### src/rtl/stereo_pkg.sv
// Shared constants, state type and pixel helper for the stereo matching pipeline
// (row fetcher and SAD disparity search).
package stereo_pkg;

  localparam int BLOCK_SIZE    = 6;
  localparam int PIX_W         = 6;
  localparam int PIX_PER_WORD  = 8;
  localparam int WORDS_PER_ROW = 40;

  localparam int WORD_W  = PIX_W * PIX_PER_WORD;
  localparam int WIN_PIX = 2 * PIX_PER_WORD;
  localparam int WIN_W   = PIX_W * WIN_PIX;

  typedef enum logic {
    IDLE,
    RUN
  } state_e;

  // A window is {front, back}, so pixel k sits at bits [6k+5:6k].
  function automatic logic [PIX_W-1:0] get_pixel(input logic [WIN_W-1:0] win,
                                                 input logic [3:0]       idx);
    return win[int'(idx)*PIX_W +: PIX_W];
  endfunction

endpackage

### src/rtl/sad_row.sv
// Combinational single-row SAD: left pixels 0..5 against right pixels d..d+5
// of two 16-pixel windows.
module sad_row
  import stereo_pkg::*;
(
  input  logic [WIN_W-1:0] lwin_i,
  input  logic [WIN_W-1:0] rwin_i,
  input  logic [3:0]       d_i,
  output logic [8:0]       sad_o
);

  logic [PIX_W-1:0] lp;
  logic [PIX_W-1:0] rp;
  logic [PIX_W-1:0] diff;
  logic [8:0]       sum;

  always_comb begin
    lp   = '0;
    rp   = '0;
    diff = '0;
    sum  = '0;
    for (int i = 0; i < BLOCK_SIZE; i++) begin
      lp   = get_pixel(lwin_i, 4'(i));
      rp   = get_pixel(rwin_i, d_i + 4'(i));
      diff = (lp > rp) ? (lp - rp) : (rp - lp);
      sum  = sum + 9'(diff);
    end
  end

  assign sad_o = sum;

endmodule

### src/rtl/sad_disparity_search.sv
// Block-matching cost stage: snapshots the four row buffers, accumulates a 6x6
// SAD for each disparity one row per cycle, and reports the cheapest disparity.
module sad_disparity_search
  import stereo_pkg::*;
#(
  parameter int MAX_DISP = 10,
  parameter int COST_W   = 12
) (
  input  logic                                   clk_in,
  input  logic                                   rst_in,
  input  logic                                   valid_in,
  input  logic [BLOCK_SIZE-1:0][WORD_W-1:0]      left_front_buffer,
  input  logic [BLOCK_SIZE-1:0][WORD_W-1:0]      left_back_buffer,
  input  logic [BLOCK_SIZE-1:0][WORD_W-1:0]      right_front_buffer,
  input  logic [BLOCK_SIZE-1:0][WORD_W-1:0]      right_back_buffer,
  output logic                                   ready_out,
  output logic [3:0]                             disparity_out,
  output logic [COST_W-1:0]                      cost_out,
  output logic                                   valid_out
);

  state_e                             state_q;
  logic [BLOCK_SIZE-1:0][WORD_W-1:0]  lf_q, lb_q, rf_q, rb_q;
  logic [2:0]                         r_q;
  logic [3:0]                         d_q;
  logic [COST_W-1:0]                  acc_q;
  logic [COST_W-1:0]                  best_cost_q;
  logic [3:0]                         best_disp_q;
  logic [3:0]                         disp_q;
  logic [COST_W-1:0]                  cost_q;
  logic                               valid_q;

  logic [WIN_W-1:0]  lwin, rwin;
  logic [8:0]        row_sad;
  logic [COST_W-1:0] acc_d;
  logic              take_best;
  logic [COST_W-1:0] best_cost_d;
  logic [3:0]        best_disp_d;

  assign lwin = {lf_q[r_q], lb_q[r_q]};
  assign rwin = {rf_q[r_q], rb_q[r_q]};

  sad_row u_sad_row (
    .lwin_i (lwin),
    .rwin_i (rwin),
    .d_i    (d_q),
    .sad_o  (row_sad)
  );

  // d=0 always seeds the best; later disparities must be strictly cheaper so ties keep the lowest d.
  assign acc_d       = acc_q + COST_W'(row_sad);
  assign take_best   = (d_q == 4'd0) || (acc_d < best_cost_q);
  assign best_cost_d = take_best ? acc_d : best_cost_q;
  assign best_disp_d = take_best ? d_q   : best_disp_q;

  assign ready_out     = (state_q == IDLE);
  assign disparity_out = disp_q;
  assign cost_out      = cost_q;
  assign valid_out     = valid_q;

  always_ff @(posedge clk_in or negedge rst_in) begin
    if (!rst_in) begin
      state_q     <= IDLE;
      lf_q        <= '0;
      lb_q        <= '0;
      rf_q        <= '0;
      rb_q        <= '0;
      r_q         <= '0;
      d_q         <= '0;
      acc_q       <= '0;
      best_cost_q <= '0;
      best_disp_q <= '0;
      disp_q      <= '0;
      cost_q      <= '0;
      valid_q     <= 1'b0;
    end else begin
      valid_q <= 1'b0;
      case (state_q)
        IDLE: begin
          if (valid_in) begin
            lf_q    <= left_front_buffer;
            lb_q    <= left_back_buffer;
            rf_q    <= right_front_buffer;
            rb_q    <= right_back_buffer;
            r_q     <= '0;
            d_q     <= '0;
            acc_q   <= '0;
            state_q <= RUN;
          end
        end
        RUN: begin
          if (r_q == 3'(BLOCK_SIZE - 1)) begin
            acc_q       <= '0;
            r_q         <= '0;
            d_q         <= d_q + 4'd1;
            best_cost_q <= best_cost_d;
            best_disp_q <= best_disp_d;
            if (d_q == 4'(MAX_DISP)) begin
              disp_q  <= best_disp_d;
              cost_q  <= best_cost_d;
              valid_q <= 1'b1;
              state_q <= IDLE;
            end
          end else begin
            acc_q <= acc_d;
            r_q   <= r_q + 3'd1;
          end
        end
      endcase
    end
  end

endmodule

### config.mk
export PLATFORM = sky130hd
export DESIGN_NAME = sad_disparity_search
export DESIGN_NICKNAME = d
export VERILOG_FILES = /design/src/rtl/stereo_pkg.sv /design/src/rtl/sad_row.sv /design/src/rtl/sad_disparity_search.sv
export SDC_FILE = /design/constraint.sdc
export NUM_CORES = 2
export LEC_CHECK = 0
export CORE_AREA = 4 4 456 458
export CTS_CLUSTER_SIZE = 40
export DETAILED_ROUTE_END_ITERATION = 12
export DIE_AREA = 0 0 460 462
export PLACE_DENSITY_LB_ADDON = 0.25
export SLEW_MARGIN = 20
export SYNTH_ARGS = -nofsm -noshare
export SYNTH_HDL_FRONTEND = slang
export SYNTH_SLANG_ARGS = --single-unit
export TNS_END_PERCENT = 20
### constraint.sdc
create_clock -name clk_in -period 27.3 [get_ports clk_in]
set_clock_uncertainty 0.1 [all_clocks]
set_input_delay 5.46 -clock clk_in [delete_from_list [all_inputs] [get_ports clk_in]]
set_output_delay 5.46 -clock clk_in [all_outputs]
set_load 0.01 [all_outputs]
### Word-level counts from Yosys, hierarchy flattened

Index checks and enable logic that the tools add are counted.

* eq/ne operators: 4
* reductions and logical operators: 6
* multipliers: 6
* shift-type cells: 6
* $lt $le $gt $ge: 8
* add/sub/neg operators: 24
* muxes and demuxes: 30
* bitwise operators: 1

Operators by type and width (number)
* indexed part select 96 x 32 -> 6 bit: 6
* binary-select mux 48 bit (select 3 bit): 3
* two-way mux 48 bit: 2
* subtractor 6 bit: 12
* adder 9 x 6 -> 9 bit: 4
* greater-than comparator 6 bit: 6
* multiplier 4 x 2 -> 6 bit (second input constant): 6
* two-way mux 12 bit: 3
* two-way mux 36 bit: 1
* two-way mux 6 bit: 6
* one-hot mux 12 bit (2 select lines): 1
* adder 12 x 9 -> 12 bit: 1
* less-than comparator 12 bit: 1
* two-way mux 4 bit: 3
* adder 4 x 2 -> 4 bit (second input constant): 2
* adder 4 x 3 -> 4 bit (second input constant): 2
* one-hot mux 4 bit (2 select lines): 1
* adder 6 x 6 -> 7 bit: 1
* two-way mux 1 bit: 6
* two-way mux 3 bit: 2
* one-hot mux 3 bit (2 select lines): 1
* AND reduction 2 bit: 3
* adder 4 x 1 -> 4 bit (second input constant): 1
* == test 4 bit (second input constant): 1
* other kinds (10): 10

* input bits: 1155
* output and inout port bits: 18
* word-level logic and storage cells: 112
* register bits after elaboration: 917

### Depth between registers and ports, before layout

* word-level depth: 14
* mapped depth: 48
* gate-level depth less buffers: 43

### By module

Synthesis repeated with hierarchy kept, for this count alone.

* cell total of the unflattened synthesis: 4330
* area, all modules: 61192.4 um^2

By module, submodules not included
* sad_disparity_search: area each 54192.0 um^2, cells each 3635, seq. area each 30153.9 um^2, times used 1
* sad_row: area each 7000.5 um^2, cells each 695, seq. area each 0.0 um^2, times used 1

### Least setup slack after synthesis

No wires, ideal clock.

* path kind: flip-flop to flip-flop
* start point: register d_q[0]
* end point: register disp_q[0] (netlist: disparity_out[0])
* period minus slack after synthesis: 10.978 ns
* arrival: 10.744 ns
* path buffers: 6
* setup slack: 16.322 ns
* stages on the path, launching flop included: 45
* data required time: 27.066 ns
* library setup time: 0.134 ns
* cell sequence: dfrtp_1 buf_2 clkinv_1 buf_1 buf_2 ha_1 xor2_1 clkbuf_1 mux4_2 a22o_1 a221oi_1 ha_1 inv_1 fa_1 a21o_1 a21oi_1 nor2b_1 o31ai_1 [... 9 more ...] o21bai_1 a21oi_1 xnor2_1 ha_1 o21ai_0 o2bb2ai_1 nor3_1 xnor2_1 inv_1 ha_1 nand2_1 o21ai_0 a2bb2oi_1 o21a_1 buf_2 buf_1 mux2i_1 o21ai_0

* cells in the longest elaborated chain, start to end: 14
* elaborated cells on any way between the ends: 53
* those cells by class: add/sub (23); mul (6); order compare (7); eq/ne (1); shift (6); mux (7); reduce/logical (3)

Ends and longest elaborated chain
* start, declared: line sad_disparity_search.sv:25 `logic [3:0] d_q;`
* start signal, assigned: line sad_disparity_search.sv:95 `d_q <= d_q + 4'd1;`
* adder 4 x 1 -> 4 bit: line sad_row.sv:24 `rp = get_pixel(rwin_i, d_i + 4'(i));`
* multiplier 4 x 2 -> 6 bit: line stereo_pkg.sv:22 `return win[int'(idx)*PIX_W +: PIX_W];`
* indexed part select 96 x 32 -> 6 bit: line stereo_pkg.sv:22
* subtractor 6 bit / greater-than comparator 6 bit (equally long branches): line sad_row.sv:25 `diff = (lp > rp) ? (lp - rp) : (rp - lp);`
* two-way mux 6 bit: line sad_row.sv:25
* adder 6 x 6 -> 7 bit: line sad_row.sv:26 `sum = sum + 9'(diff);`
* adder 9 x 6 -> 9 bit (4 in series): line sad_row.sv:26
* adder 12 x 9 -> 12 bit: line sad_disparity_search.sv:51 `assign acc_d = acc_q + COST_W'(row_sad);`
* less-than comparator 12 bit: line sad_disparity_search.sv:52 `assign take_best = (d_q == 4'd0) || (acc_d < best_cost_q);`
* logical OR 1 bit: line sad_disparity_search.sv:52
* two-way mux 4 bit: line sad_disparity_search.sv:54 `assign best_disp_d = take_best ? d_q : best_disp_q;`
* end signal, assigned: line sad_disparity_search.sv:99 `disp_q <= best_disp_d;`
* end, declared: line sad_disparity_search.sv:29 `logic [3:0] disp_q;`

Several ways; a longest one is shown, not always the timed one.
A chain may end at the register's enable or synchronous reset.

### Final worst setup path

* start point: register r_q[0]
* end point: register best_cost_q[0]

* cells in the longest elaborated chain, start to end: 14
* elaborated cells on any way between the ends: 47
* those cells by class: add/sub (18); order compare (7); eq/ne (1); shift (6); mux (13); reduce/logical (2)

Ends and longest elaborated chain
* start, declared: line sad_disparity_search.sv:24 `logic [2:0] r_q;`
* start signal, assigned: line sad_disparity_search.sv:106 `r_q <= r_q + 3'd1;`
* binary-select mux 48 bit (select 3 bit): line sad_disparity_search.sv:41 `assign rwin = {rf_q[r_q], rb_q[r_q]};`
* two-way mux 48 bit (implied by the code): line sad_disparity_search.sv:41
* indexed part select 96 x 32 -> 6 bit: line stereo_pkg.sv:22
* subtractor 6 bit / greater-than comparator 6 bit (equally long branches): line sad_row.sv:25
* two-way mux 6 bit: line sad_row.sv:25
* adder 6 x 6 -> 7 bit: line sad_row.sv:26
* adder 9 x 6 -> 9 bit (4 in series): line sad_row.sv:26
* adder 12 x 9 -> 12 bit: line sad_disparity_search.sv:51
* less-than comparator 12 bit: line sad_disparity_search.sv:52
* logical OR 1 bit: line sad_disparity_search.sv:52
* two-way mux 12 bit: line sad_disparity_search.sv:53 `assign best_cost_d = take_best ? acc_d : best_cost_q;`
* end signal, assigned: line sad_disparity_search.sv:96 `best_cost_q <= best_cost_d;`
* end, declared: line sad_disparity_search.sv:27 `logic [COST_W-1:0] best_cost_q;`

Several ways; a longest one is shown, not always the timed one. The select of a mux whose other input is x is not followed.

==> key figures <==
CTS
  – Clk sinks: 845
  – CTS Buf Count: ~110
  – Postcts setup bufs: 0
  – CTS tree: built
  – Cts repair resizes: 0
  – CTS H-Tree Depth: 3
  – Hold_buf cts: 0
  – Clock Path Buffers: 3
  – Worst skew pair latency: between 0.7 and 0.8 ns
  – Worst-path clk slew: ~0.060 ns
  – Root buf cell: clkbuf_16

Synth
  – Syn Inst Count: between 3000 and 4000
  – Ys Warns: 0
  – Post-synth EDFFs: 0
  – Count leader, synth: mux2_2
  – Post-synth ARST share: 1.00
  – Ys flop type: dfrtp_1
  – Post-synthesis register bit count: between 800 and 900
  – Top cells by area, synth: dfrtp_1 46%, mux2_2 23%, mux2i_1 6.8%
  – Mapped cell area: ~0.046 mm2
  – Post-Syn Nets: 4754
  – Post-synthesis cell type count: 65
  – Synth top area share: 0.465
  – Seq/Total Area, Yosys: 0.465
  – Yosys top cell by area: dfrtp_1
  – Syn avg cell area: approximately 13 um2
  – Post-synth top cells: 943 x mux2_2, 845 x dfrtp_1, 310 x mux2i_1, 165 x a21oi_1, 148 x clkbuf_1

Floorplanning
  – Die area: around 0.21 mm2
  – Core area: about 0.2 mm2
  – Initial core utilization: 0.223
  – Die X: 460 um
  – FP Rows: roughly 170
  – Die Ht: about 460 um
  – # IOs: 1173

Placement
  – Placed cell areas: between 0.05 and 0.06 mm2
  – GPL Wtd Cong: between 0.8 and 0.9
  – Count of input and output buffers: 812
  – Pre-CTS setup slack: approximately 13 ns
  – Hpwl dp: ~150000 um

Setup path
  – Cell family with most CP delay: compound AO/OA/AOI/OAI gates
  – Bufs and invs on worst path: 6
  – WS Path Type: flip-flop to flip-flop
  – CP Max Fanout: 92
  – CP Depth: 40
  – R2R depth: 40
  – Max stage delay on crit path: roughly 0.85 ns
  – Crit path required time: 27.79 ns
  – Worst setup path startpoint: r_q[0]
  – Arrival time at the worst endpoint: ~15 ns
  – Worst Setup Start Kind: flip-flop
  – Crit path capture type: flip-flop
  – Worst reg2reg path startpoint: r_q[0]
  – CP max-delay cell: o31ai_1

STA
  – Max-slew violations: 0
  – Worst-Margin Slew: ~1.2 ns
  – Final worst slack: ~13 ns
  – Final hold violation count: 0
  – Final period util: 0.519
  – Final Setup Violations: 0
  – Relative slew slack: 0.231
  – RSZ-0062 raised after global routing: false
  – Setup TNS: 0 ns
  – Fmax: ~0.071 GHz
  – Min Tclk post-route: 14.16 ns

GRT
  – Initial antenna violation count: between 100 and 150
  – Number of global-route vias before repair: between 30000 and 40000
  – Total global-route track usage: 0.177
  – First-pass GRT wire length: 265000 um
  – Largest net degree at the start of global routing: between 150 and 200
  – GR Overflow Total: 0

Route
  – Drt wl/cell: between 20 and 30 um
  – Post-Route WL: around 190000 um
  – Remaining DRCs: 0
  – Via count: 32300
  – Drt pass-1 iters: 5
  – Initial drt markers: between 2000 and 2500
  – Via/cell ratio: roughly 4.6
  – Final ANT Viol Nets: 1

Layout
  – Final instance area: slightly above 0.06 mm2
  – Final Net Count: around 5500
  – Synth-to-layout area growth: 32.5%
  – Fraction of layout cells with a size suffix above 1: 0.303

Status
  – Run status: complete, but fails checks
  – Violated checks: antenna violations

Job
  – Max-cap violation count: 0

Min path
  – Hold Path Origin: disparity_out[3]
  – WHS Path Cells: 2
  – Hold Path Class: flip-flop to flip-flop
## cell usage in the layout (no fill, tap or decap), types with 6 or more instances in the layout
cell type,netlist,layout
mux2i_1,310,310
a221o_1,26,26
o21bai_1,11,11
o21a_1,12,12
fa_1,32,32
a21oi_1,165,164
xnor2_1,31,31
nor2b_1,19,18
nand3_1,8,8
dfrtp_1,845,841
ha_1,112,111
o21ai_0,47,47
buf_4,19,64
nand2_1,53,53
xor2_1,14,13
clkbuf_1,148,26
clkinvlp_4,0,6
clkdlybuf4s50_1,0,811
clkbuf_16,0,105
a211oi_1,9,9
mux4_2,102,102
or3_1,7,7
a21o_1,18,18
a22o_1,34,34
o22a_1,29,29
inv_1,100,100
o22ai_1,103,103
a22oi_1,10,10
mux2_2,943,943
a221oi_1,31,31
nor2_1,72,69
clkinv_2,0,14
diode_2,0,53
clkbuf_8,0,25
and2_1,10,10
## kinds of logic (layout without fill, tap and decap cells)
kind of cell	after synthesis	after routing	share of synthesized area
DFF	845	845	0.465
AOI/OAI and AO/OA	531	531	0.0778
and+or+nand+nor	204	204	0.0215
buffers and inverters	331	1177	0.0307
muxes	1355	1355	0.352
adders and majority gates	144	144	0.0449
xor gates and xnor gates	45	45	0.00866
other	0	53	0
## metrics by stage
stage / util / instances / hold slack [ns]
after floorplan: - / 3455 / 0.375
after global placement: 0.278 / 6796 / 0.369
after detailed placement: 0.278 / 6797 / 0.372
after CTS: 0.295 / 6988 / 0.385
after global routing: 0.295 / 7002 / 0.410
final: 0.296 / 7042 / 0.380
## flip-flops by register name, indices dropped and copies added, names as in the netlist, 3 cells and up
| name | cells |
|---|---|
| acc_q | 12 |
| best_disp_q | 4 |
| rf_q | 288 |
| disparity_out | 4 |
| r_q | 3 |
| d_q | 4 |
| lb_q | 216 |
| best_cost_q | 12 |
| cost_out | 12 |
| rb_q | 288 |
## final cells by class
cell class                      instances  area [um2]
Fill cell                           21000      144000
Multi-Input combinational cell       2279       23000
Sequential cell                       845       21200
Timing Repair Buffer                  882        8720
Tap cell                             2688        3360
Clock buffer                          156        3070
Clock inverter                         35         469
Inverter                              104         390
Antenna cell                           53         133
## per-layer routing
layer | wire length [um] | vias to the layer above | GRT usage
met5 | 774 | - | 0
met4 | 3660 | 126 | 0.0342
met3 | 19200 | 321 | 0.0755
met2 | 89400 | 1038 | 0.287
met1 | 80000 | 16300 | 0.219
li1 | - | 14500 | -
## final timing paths
check | endpoint | slack, ns
worst max-delay path | best_cost_q[0] | 13.14
worst min-delay path | disparity_out[3] | 0.38
worst max register to register | best_cost_q[0] | 13.14
worst min register to register | disparity_out[3] | 0.38
max in group asynchronous | rb_q[8] | 18.06
min in group asynchronous | rf_q[38] | 4.62
## tightest hold or removal path, cell delays in order, from the launching register on
cell     delay, ns
dfrtp_1       0.34
nand2_1       0.05
o21ai_0       0.06
Power is not shown: default switching activity piles up to over one toggle a cycle in this logic, so the estimate is an artifact.
